### src/rtl/cpu_pkg.sv
// ============================================================================
// Package  : cpu_pkg
// Brief    : Shared CPU datapath widths, control-bundle type and forwarding source encoding.
// Revision : 1.0
// ============================================================================
`default_nettype none

package cpu_pkg;

  localparam int CPU_DATA_W = 32;
  localparam int CPU_ADDR_W = 6;
  localparam int CPU_CTRL_W = 16;
  localparam int CPU_CNT_W  = 32;

  typedef logic [CPU_CTRL_W-1:0] ctrl_t;

  typedef enum logic [1:0] {
    SRC_FILE = 2'd0,
    SRC_WB   = 2'd1,
    SRC_MEM  = 2'd2
  } fwdSrc_e;

endpackage

`default_nettype wire

### src/rtl/fwd_mux.sv
// ============================================================================
// Module   : fwd_mux
// Brief    : Per-operand priority select of the newest value: EX/MEM result, then WB, then file.
// Revision : 1.0
// ============================================================================
`default_nettype none

module fwd_mux
  import cpu_pkg::*;
#(
  parameter int DATA_W = CPU_DATA_W,
  parameter int ADDR_W = CPU_ADDR_W
) (
  input  logic [ADDR_W-1:0] srcAddr,
  input  logic [DATA_W-1:0] fileData,
  input  logic              memValid,
  input  logic              memWrEn,
  input  logic [ADDR_W-1:0] memRd,
  input  logic [DATA_W-1:0] memData,
  input  logic              wbWrEn,
  input  logic [ADDR_W-1:0] wbAddr,
  input  logic [DATA_W-1:0] wbData,
  output logic [DATA_W-1:0] selData
);

  fwdSrc_e w_src;

  // The WB path matters because the file returns the old value on a same-cycle write/read.
  always_comb begin
    w_src = SRC_FILE;
    if (memValid && memWrEn && (memRd == srcAddr)) begin
      w_src = SRC_MEM;
    end else if (wbWrEn && (wbAddr == srcAddr)) begin
      w_src = SRC_WB;
    end
  end

  always_comb begin
    selData = fileData;
    case (w_src)
      SRC_MEM: selData = memData;
      SRC_WB:  selData = wbData;
      default: selData = fileData;
    endcase
  end

endmodule

`default_nettype wire

### src/rtl/operand_fetch_stage.sv
// ============================================================================
// Module   : operand_fetch_stage
// Brief    : ID->EX operand fetch: forwarding, hazard stall, valid/ready ID/EX register.
//            Option macro OPFETCH_BYPASS_EN: mem/wb forwarding with load-use-only stall;
//            without it operands come from the file and any in-flight write stalls.
// Revision : 1.0
// ============================================================================
`default_nettype none

module operand_fetch_stage
  import cpu_pkg::*;
#(
  parameter int DATA_W = CPU_DATA_W,
  parameter int ADDR_W = CPU_ADDR_W,
  parameter int CTRL_W = CPU_CTRL_W,
  parameter int CNT_W  = CPU_CNT_W
) (
  input  logic              clk,
  input  logic              rstN,
  input  logic              inValid,
  output logic              inReady,
  input  logic [CTRL_W-1:0] inCtrl,
  input  logic [ADDR_W-1:0] inRs,
  input  logic [ADDR_W-1:0] inRt,
  input  logic              inUsesRs,
  input  logic              inUsesRt,
  input  logic [ADDR_W-1:0] inRd,
  output logic [ADDR_W-1:0] rsAddr,
  output logic [ADDR_W-1:0] rtAddr,
  input  logic [DATA_W-1:0] rsData,
  input  logic [DATA_W-1:0] rtData,
  input  logic              exValid,
  input  logic              exWrEn,
  input  logic              exIsLoad,
  input  logic [ADDR_W-1:0] exRd,
  input  logic              memValid,
  input  logic              memWrEn,
  input  logic [ADDR_W-1:0] memRd,
  input  logic [DATA_W-1:0] memData,
  input  logic              wbWrEn,
  input  logic [ADDR_W-1:0] wbAddr,
  input  logic [DATA_W-1:0] wbData,
  input  logic              flush,
  output logic              outValid,
  input  logic              outReady,
  output logic [CTRL_W-1:0] outCtrl,
  output logic [ADDR_W-1:0] outRd,
  output logic [DATA_W-1:0] outRsVal,
  output logic [DATA_W-1:0] outRtVal,
  output logic [CNT_W-1:0]  stallCount
);

  localparam logic [CNT_W-1:0] c_CNT_MAX = '1;

  logic              r_outValid;
  logic [CTRL_W-1:0] r_outCtrl;
  logic [ADDR_W-1:0] r_outRd;
  logic [DATA_W-1:0] r_outRsVal;
  logic [DATA_W-1:0] r_outRtVal;
  logic [CNT_W-1:0]  r_stallCount;

  logic              w_fwdEn;
  logic              w_exPend;
  logic              w_memPend;
  logic              w_wbPend;
  logic              w_rsHaz;
  logic              w_rtHaz;
  logic              w_hazard;
  logic              w_accept;
  logic [DATA_W-1:0] w_rsVal;
  logic [DATA_W-1:0] w_rtVal;

  // A pending write blocks a source only when its value cannot be forwarded yet.
`ifdef OPFETCH_BYPASS_EN
  assign w_fwdEn   = 1'b1;
  assign w_exPend  = exValid & exWrEn & exIsLoad;
  assign w_memPend = 1'b0;
  assign w_wbPend  = 1'b0;
`else
  logic w_unusedLoad;
  assign w_fwdEn      = 1'b0;
  assign w_exPend     = exValid & exWrEn;
  assign w_memPend    = memValid & memWrEn;
  assign w_wbPend     = wbWrEn;
  assign w_unusedLoad = exIsLoad;
`endif

  assign w_rsHaz = inUsesRs & ((w_exPend  & (exRd   == inRs)) |
                               (w_memPend & (memRd  == inRs)) |
                               (w_wbPend  & (wbAddr == inRs)));
  assign w_rtHaz = inUsesRt & ((w_exPend  & (exRd   == inRt)) |
                               (w_memPend & (memRd  == inRt)) |
                               (w_wbPend  & (wbAddr == inRt)));
  assign w_hazard = w_rsHaz | w_rtHaz;

  assign inReady  = rstN & ~w_hazard & (~r_outValid | outReady);
  assign w_accept = inValid & inReady;

  assign rsAddr = inRs;
  assign rtAddr = inRt;

  fwd_mux #(
    .DATA_W (DATA_W),
    .ADDR_W (ADDR_W)
  ) u_fwdRs (
    .srcAddr  (inRs),
    .fileData (rsData),
    .memValid (memValid & w_fwdEn),
    .memWrEn  (memWrEn),
    .memRd    (memRd),
    .memData  (memData),
    .wbWrEn   (wbWrEn & w_fwdEn),
    .wbAddr   (wbAddr),
    .wbData   (wbData),
    .selData  (w_rsVal)
  );

  fwd_mux #(
    .DATA_W (DATA_W),
    .ADDR_W (ADDR_W)
  ) u_fwdRt (
    .srcAddr  (inRt),
    .fileData (rtData),
    .memValid (memValid & w_fwdEn),
    .memWrEn  (memWrEn),
    .memRd    (memRd),
    .memData  (memData),
    .wbWrEn   (wbWrEn & w_fwdEn),
    .wbAddr   (wbAddr),
    .wbData   (wbData),
    .selData  (w_rtVal)
  );

  always_ff @(posedge clk or negedge rstN) begin
    if (!rstN) begin
      r_outValid <= 1'b0;
      r_outCtrl  <= '0;
      r_outRd    <= '0;
      r_outRsVal <= '0;
      r_outRtVal <= '0;
    end else if (flush) begin
      r_outValid <= 1'b0;
    end else if (w_accept) begin
      r_outValid <= 1'b1;
      r_outCtrl  <= inCtrl;
      r_outRd    <= inRd;
      r_outRsVal <= w_rsVal;
      r_outRtVal <= w_rtVal;
    end else if (r_outValid && outReady) begin
      r_outValid <= 1'b0;
    end
  end

  always_ff @(posedge clk or negedge rstN) begin
    if (!rstN) begin
      r_stallCount <= '0;
    end else if (inValid && w_hazard && (r_stallCount != c_CNT_MAX)) begin
      r_stallCount <= r_stallCount + 1'b1;
    end
  end

  assign outValid   = r_outValid;
  assign outCtrl    = r_outCtrl;
  assign outRd      = r_outRd;
  assign outRsVal   = r_outRsVal;
  assign outRtVal   = r_outRtVal;
  assign stallCount = r_stallCount;

endmodule

`default_nettype wire

### config.mk
export PLATFORM = sky130hd
export DESIGN_NAME = operand_fetch_stage
export DESIGN_NICKNAME = d
export VERILOG_FILES = /design/src/rtl/cpu_pkg.sv /design/src/rtl/fwd_mux.sv /design/src/rtl/operand_fetch_stage.sv
export SDC_FILE = /design/constraint.sdc
export NUM_CORES = 1
export LEC_CHECK = 0
export ABC_AREA = 1
export CORE_MARGIN = 8
export CORE_UTILIZATION = 45
export DETAILED_ROUTE_END_ITERATION = 10
export GPL_ROUTABILITY_DRIVEN = 0
export HOLD_SLACK_MARGIN = 0.02
export PLACE_DENSITY_LB_ADDON = 0.3
export SLEW_MARGIN = 0
export SYNTH_ARGS = -nofsm -noshare
export SYNTH_HDL_FRONTEND = slang
export SYNTH_HIERARCHICAL = 1
export SYNTH_SLANG_ARGS = --single-unit
### constraint.sdc
create_clock -name clk -period 2.6 [get_ports clk]
set_clock_uncertainty 0.2 [all_clocks]
set_input_delay 0.52 -clock clk [delete_from_list [all_inputs] [get_ports clk]]
set_output_delay 0.52 -clock clk [all_outputs]
set_load 0.1 [all_outputs]
# == Word-level counts from Yosys, hierarchy flattened ==
# Cells that the tools add are included.
# totals
wordCells,44
register_bits,119
out_inout_bits,132
# op_classes
muxes,3
addsub,1
reduce_logical,5
n_bitwise,22
eq_ne,7
# op_table
op,count
equality test 6 bit,6
"adder 32 x 1 -> 32 bit, second input constant",1
"inequality test 32 bit, second input constant",1
AND 1 bit,13
OR 1 bit,6
logical AND 1 bit,3
two-way mux 1 bit,3
NOT 1 bit,3
nonzero test 3 bit,1
AND reduction 2 bit,1

# == Longest topological paths before layout ==
# logic_depth
word_depth,12
mapped_depth,15
ltp_nobuf,13

# == Modules after synthesis ==
# The synthesis kept the hierarchy.
# modules_own_cells
mod,n_inst,area_each_um2,cells_per_inst,seq_area_each_um2
operand_fetch_stage,1,6294.8,840,2977.9
fwd_mux,2,1159.9,216,0.0

# == Least setup slack after synthesis ==
# OpenSTA, ideal clock, no wires.
# synth_timing
path_type,register to register
start,"reg r_stallCount[0], in the netlist stallCount[0]"
end,"reg r_stallCount[2], in the netlist stallCount[2]"
arrival_ns,2.351
stages_incl_launch_ff,10
setup_slack_ns,-0.074
period_less_slack_ns,2.674
required_time_ns,2.277
cell_sequence,dfrtp_1 -> ha_1 -> nand3_1 -> inv_2 -> nand2_2 -> nor2_2 -> nand4_2 -> clkbuf_1 -> nand4_1 -> nand2_1
# synth_via
elab_chain_len,2
elab_cells_between_ends,3
# synth_lines
item,line_no,source
from (decl),operand_fetch_stage.sv:60,logic [CNT_W-1:0] r_stallCount;
from (signal assigned),operand_fetch_stage.sv:158,r_stallCount <= r_stallCount + 1'b1;
branches (longest 2 deep; another with adder 32 x 1 -> 32 bit),--,
# Parallel ways; which one is timed is not known.
# A chain may end at the register's enable or synchronous reset.

# == Worst setup path in the final report ==
# layout_timing
start,in inRt[5]
end,out inReady
# layout_via
elab_chain_len,9
elab_cells_between_ends,13
# layout_lines
item,line_no,source
from (decl),operand_fetch_stage.sv:24,"input logic [ADDR_W-1:0] inRt,"
"equality test 6 bit, on equally long branches",--,
"AND 1 bit, on equally long branches","operand_fetch_stage.sv:91, operand_fetch_stage.sv:92",
OR 1 bit,operand_fetch_stage.sv:91,assign w_rtHaz = inUsesRt & ((w_exPend & (exRd == inRt)) |
OR 1 bit (*),operand_fetch_stage.sv:92,(w_memPend & (memRd == inRt)) |
AND 1 bit (*),operand_fetch_stage.sv:91,
OR 1 bit (*),operand_fetch_stage.sv:94,assign w_hazard = w_rsHaz | w_rtHaz;
NOT 1 bit (*),operand_fetch_stage.sv:96,assign inReady = rstN & ~w_hazard & (~r_outValid | outReady);
AND 1 bit (*) (2 in series),operand_fetch_stage.sv:96,
to (decl),operand_fetch_stage.sv:21,"output logic inReady,"
# Mark *: on every way between the ends. The rest lies on a longest branch, timed or not.

==> impl_metrics.tcl <==
set metrics [dict create \
    period_needed_ns 2.54 \
    drc_errors 0 \
    drive_above_1_share_pct 18.1 \
    cp_top_family "buffers and inverters" \
    overflow 0 \
    fin_cells 1836 \
    cts-buffers-inserted 17 \
    p_leak_nw 6.34 \
    crit_path_end_kind "primary output" \
    setup_tns_ns 0 \
    cts_tree "yes" \
    met1_usage_pct 33.8 \
    clk_pin_slew_worst_paths_ns 0.06 \
    core_area_sq_mm 0.0188 \
    area_growth_pct 45.3 \
    synthSimpleGateAreaFrac_pct 49.4 \
    cts_num_sinks 119 \
    drt_pass1_iterations 8 \
    htree_levels 4 \
    syn_area_per_cell_sq_um 6.77 \
    grt_max_degree 120 \
    clockRootBuffer "clkbuf_16" \
    ir_worst_vdd_uv 629 \
    p_seq_share_pct 27.2 \
    synth_compound_area_share_pct 1.28 \
    violations "negative hold slack" \
    synthXorXnorAreaFrac_pct 4.07 \
    fin_nets 1781 \
    hold_slack_ns -0.000365 \
    vias 10500 \
    io_pins 325 \
    fmax_mhz 394 \
    gr-usage-met3_pct 6.97 \
    cp_max_fo 7 \
    viasPerCell 5.72 \
    dpl.cell_count 1796 \
    clock_path_buffers 2 \
    synth_warnings 6 \
    rows 50 \
    status "finished, violations left" \
    dp_hpwl_um 25100 \
    synth.mux.area_fraction_pct 0 \
    initial_utilization_pct 45.9 \
    antenna_left 0 \
    hold_viol 1 \
    drv_slew 0 \
    ys_seq_area_share_pct 34.6 \
    max_stage_delay_ns 0.41 \
    die_h_um 154 \
    pre_cts_slack_ns -0.243 \
    crit_chain "dlygate4sd2_1, xnor2_1, nand2_1, nor2_1, nand2_1, nand3_2, nand2_4, nand2_4, nor2_4, buf_12" \
    power.density_mw_per_mm2 673 \
    yosys.area_share.adder_pct 0.145 \
    min_path_type "input port to async pin" \
    crit_arrival_ns 1.82 \
    port_buffers 323 \
    netlist_instances 1272 \
    post-route-util_pct 66.7 \
    synth_cell_types 32 \
    grt_usage_pct 28.5 \
    grt_pass1_vias 10200 \
    clkPwrFrac_pct 27.6 \
    slew_headroom_pct 5.15 \
    fin_crit_sh_pct 97.7 \
    wl_per_cell_um 19.2 \
    syn_area_sq_mm 0.00861 \
    slowest_stage "dlygate4sd2_1" \
    grt_antenna_before_repair 2 \
    critPathKind "input port to primary output" \
    cp_data_required_time_ns 1.88 \
    setup_ws_ns 0.0590 \
    swShare_pct 48.1 \
    die_area_sq_mm 0.0238 \
    drt_first_iter_violations 1100 \
    combPwrFrac_pct 45.2 \
    cp-start-kind "input port" \
    clkLatencyLatePin_ns 0.42 \
    maxCapViolations 0 \
    p_switching_mw 4.04 \
    met2_usage_pct 47.9 \
    placed_cell_area_sq_mm 0.0119 \
    p_int_mw 4.37 \
    synth_top_family_by_area "simple AND/OR/NAND/NOR gates" \
    rrSetupSlack_ns 0.40 \
    setup_viol 0 \
    die_x_um 154 \
    finalInstanceArea_sq_mm 0.0125 \
    n_fill_cell 1666 \
    tightest_slew_ns 1.42 \
    drt_wl_total_um 35200 \
    power_mw 8.42 \
    grt_first_pass_wirelength_um 54500 \
    synth_seq_cells 119 \
    path_buf_inv 2 \
    top_usage_layer "met2" \
]
worst reg2reg max path, cell delays in order (launching register included):
cell and delay (ns):
dfrtp_2 0.43, ha_1 0.27, nand3_1 0.21, inv_2 0.10, nand2_2 0.09, nor2_2 0.17, nand4_2 0.18, nand3_2 0.13
buf_4 0.22, nand2_1 0.08, nand2_1 0.06
worst paths after layout:
check                              startpoint             to  depth (start not counted)
worst max-delay path                  inRt[5]        inReady                         10
worst min-delay path                     rstN    outRtVal[1]                          2
worst max register to register  stallCount[0]  stallCount[6]                         10
worst min register to register    outRsVal[4]    outRsVal[4]                          2
max in group asynchronous                rstN  stallCount[1]                          2
min in group clk                  outRsVal[4]    outRsVal[4]                          2
state kept, by name, indices dropped and copies added, names as in the netlist:
name	count
stallCount	32
outRtVal	32
outCtrl	16
outRsVal	32
outValid	1
outRd	6
power groups by stage:
stage	logic, mW	registers (mW)	clock network (mW)
after floorplan	0.692	4.22	0
after global placement	3.76	2.30	0
after detailed placement	3.79	2.31	0
after CTS	3.78	2.29	2.35
after global routing	3.94	2.32	2.42
final	3.80	2.29	2.32
Yosys cell counts:
cell | count | area (sq um)
nand4_1 | 100 | 626
o21ai_0 | 4 | 20.0
nor2_1 | 55 | 206
inv_2 | 9 | 33.8
nor2_2 | 1 | 6.26
o22ai_1 | 2 | 12.5
nor4_1 | 1 | 6.26
nand4_2 | 2 | 25.0
buf_4 | 25 | 188
buf_1 | 3 | 11.3
nor3_1 | 13 | 65.1
dfrtp_1 | 119 | 2980
nand3_2 | 5 | 50.1
nand2_1 | 428 | 1610
nand3_4 | 2 | 35.0
nand2_2 | 3 | 18.8
nand3b_1 | 2 | 15.0
buf_2 | 33 | 165
nand2_4 | 1 | 11.3
nor2_4 | 9 | 101
and2_1 | 2 | 12.5
a21oi_1 | 8 | 40.0
xnor2_1 | 20 | 175
o21ai_2 | 2 | 17.5
xor2_1 | 20 | 175
ha_1 | 1 | 12.5
clkbuf_1 | 17 | 63.8
nand3_1 | 293 | 1470
conb_1 | 1 | 3.75
inv_1 | 71 | 267
o21ai_1 | 4 | 20.0
buf_6 | 16 | 180
cells in the final DEF, fill, tap and decap left out, types with 4 or more instances in the layout:
master,instances
a21oi_1,5
buf_12,19
buf_4,177
clkbuf_16,17
clkbuf_2,10
clkdlybuf4s50_1,155
clkinvlp_4,4
conb_1,4
dfrtp_1,117
dlygate4sd2_1,22
inv_1,66
inv_2,14
inv_6,4
nand2_1,427
nand3_1,291
nand3_2,7
nand4_1,100
nor2_1,52
nor2_4,10
nor3_1,13
o21ai_1,5
xnor2_1,19
xor2_1,20
metal layers:
layer	part of all wire (%)	vias up	wire [um]
met4	4.0	0	1400
met2	48	646	16800
met5	0	-	0
met3	9.9	97	3500
li1	-	4869	-
met1	38	4888	13500
area by class of cell:
type | instances | area (sq um) | area share (%)
multi-input cells | 982 | 4810 | 38.5
well taps | 234 | 293 | 2.34
diodes | 2 | 5.00 | 0.0400
flip-flops and latches | 119 | 2980 | 23.8
clock buffers | 18 | 429 | 3.43
inverters | 80 | 300 | 2.40
repair buffers | 387 | 3550 | 28.4
clock inverters | 14 | 144 | 1.15
repair_timing:
action / 4_1_cts / 5_1_grt
pin swaps: 11 / 11
buffers inserted: 4 / 2
hold buffers: 0 / 0
resized for setup: 40 / 35
setup endpoints to repair: 1 / 1
cell families after synthesis:
family	Yosys count
compound gates	20
xor+xnor	40
fa+ha+maj	1
buf+inv	174
flops	119
other cells	1
simple gates	917
Note: power is estimated with default switching activity, not from simulation.
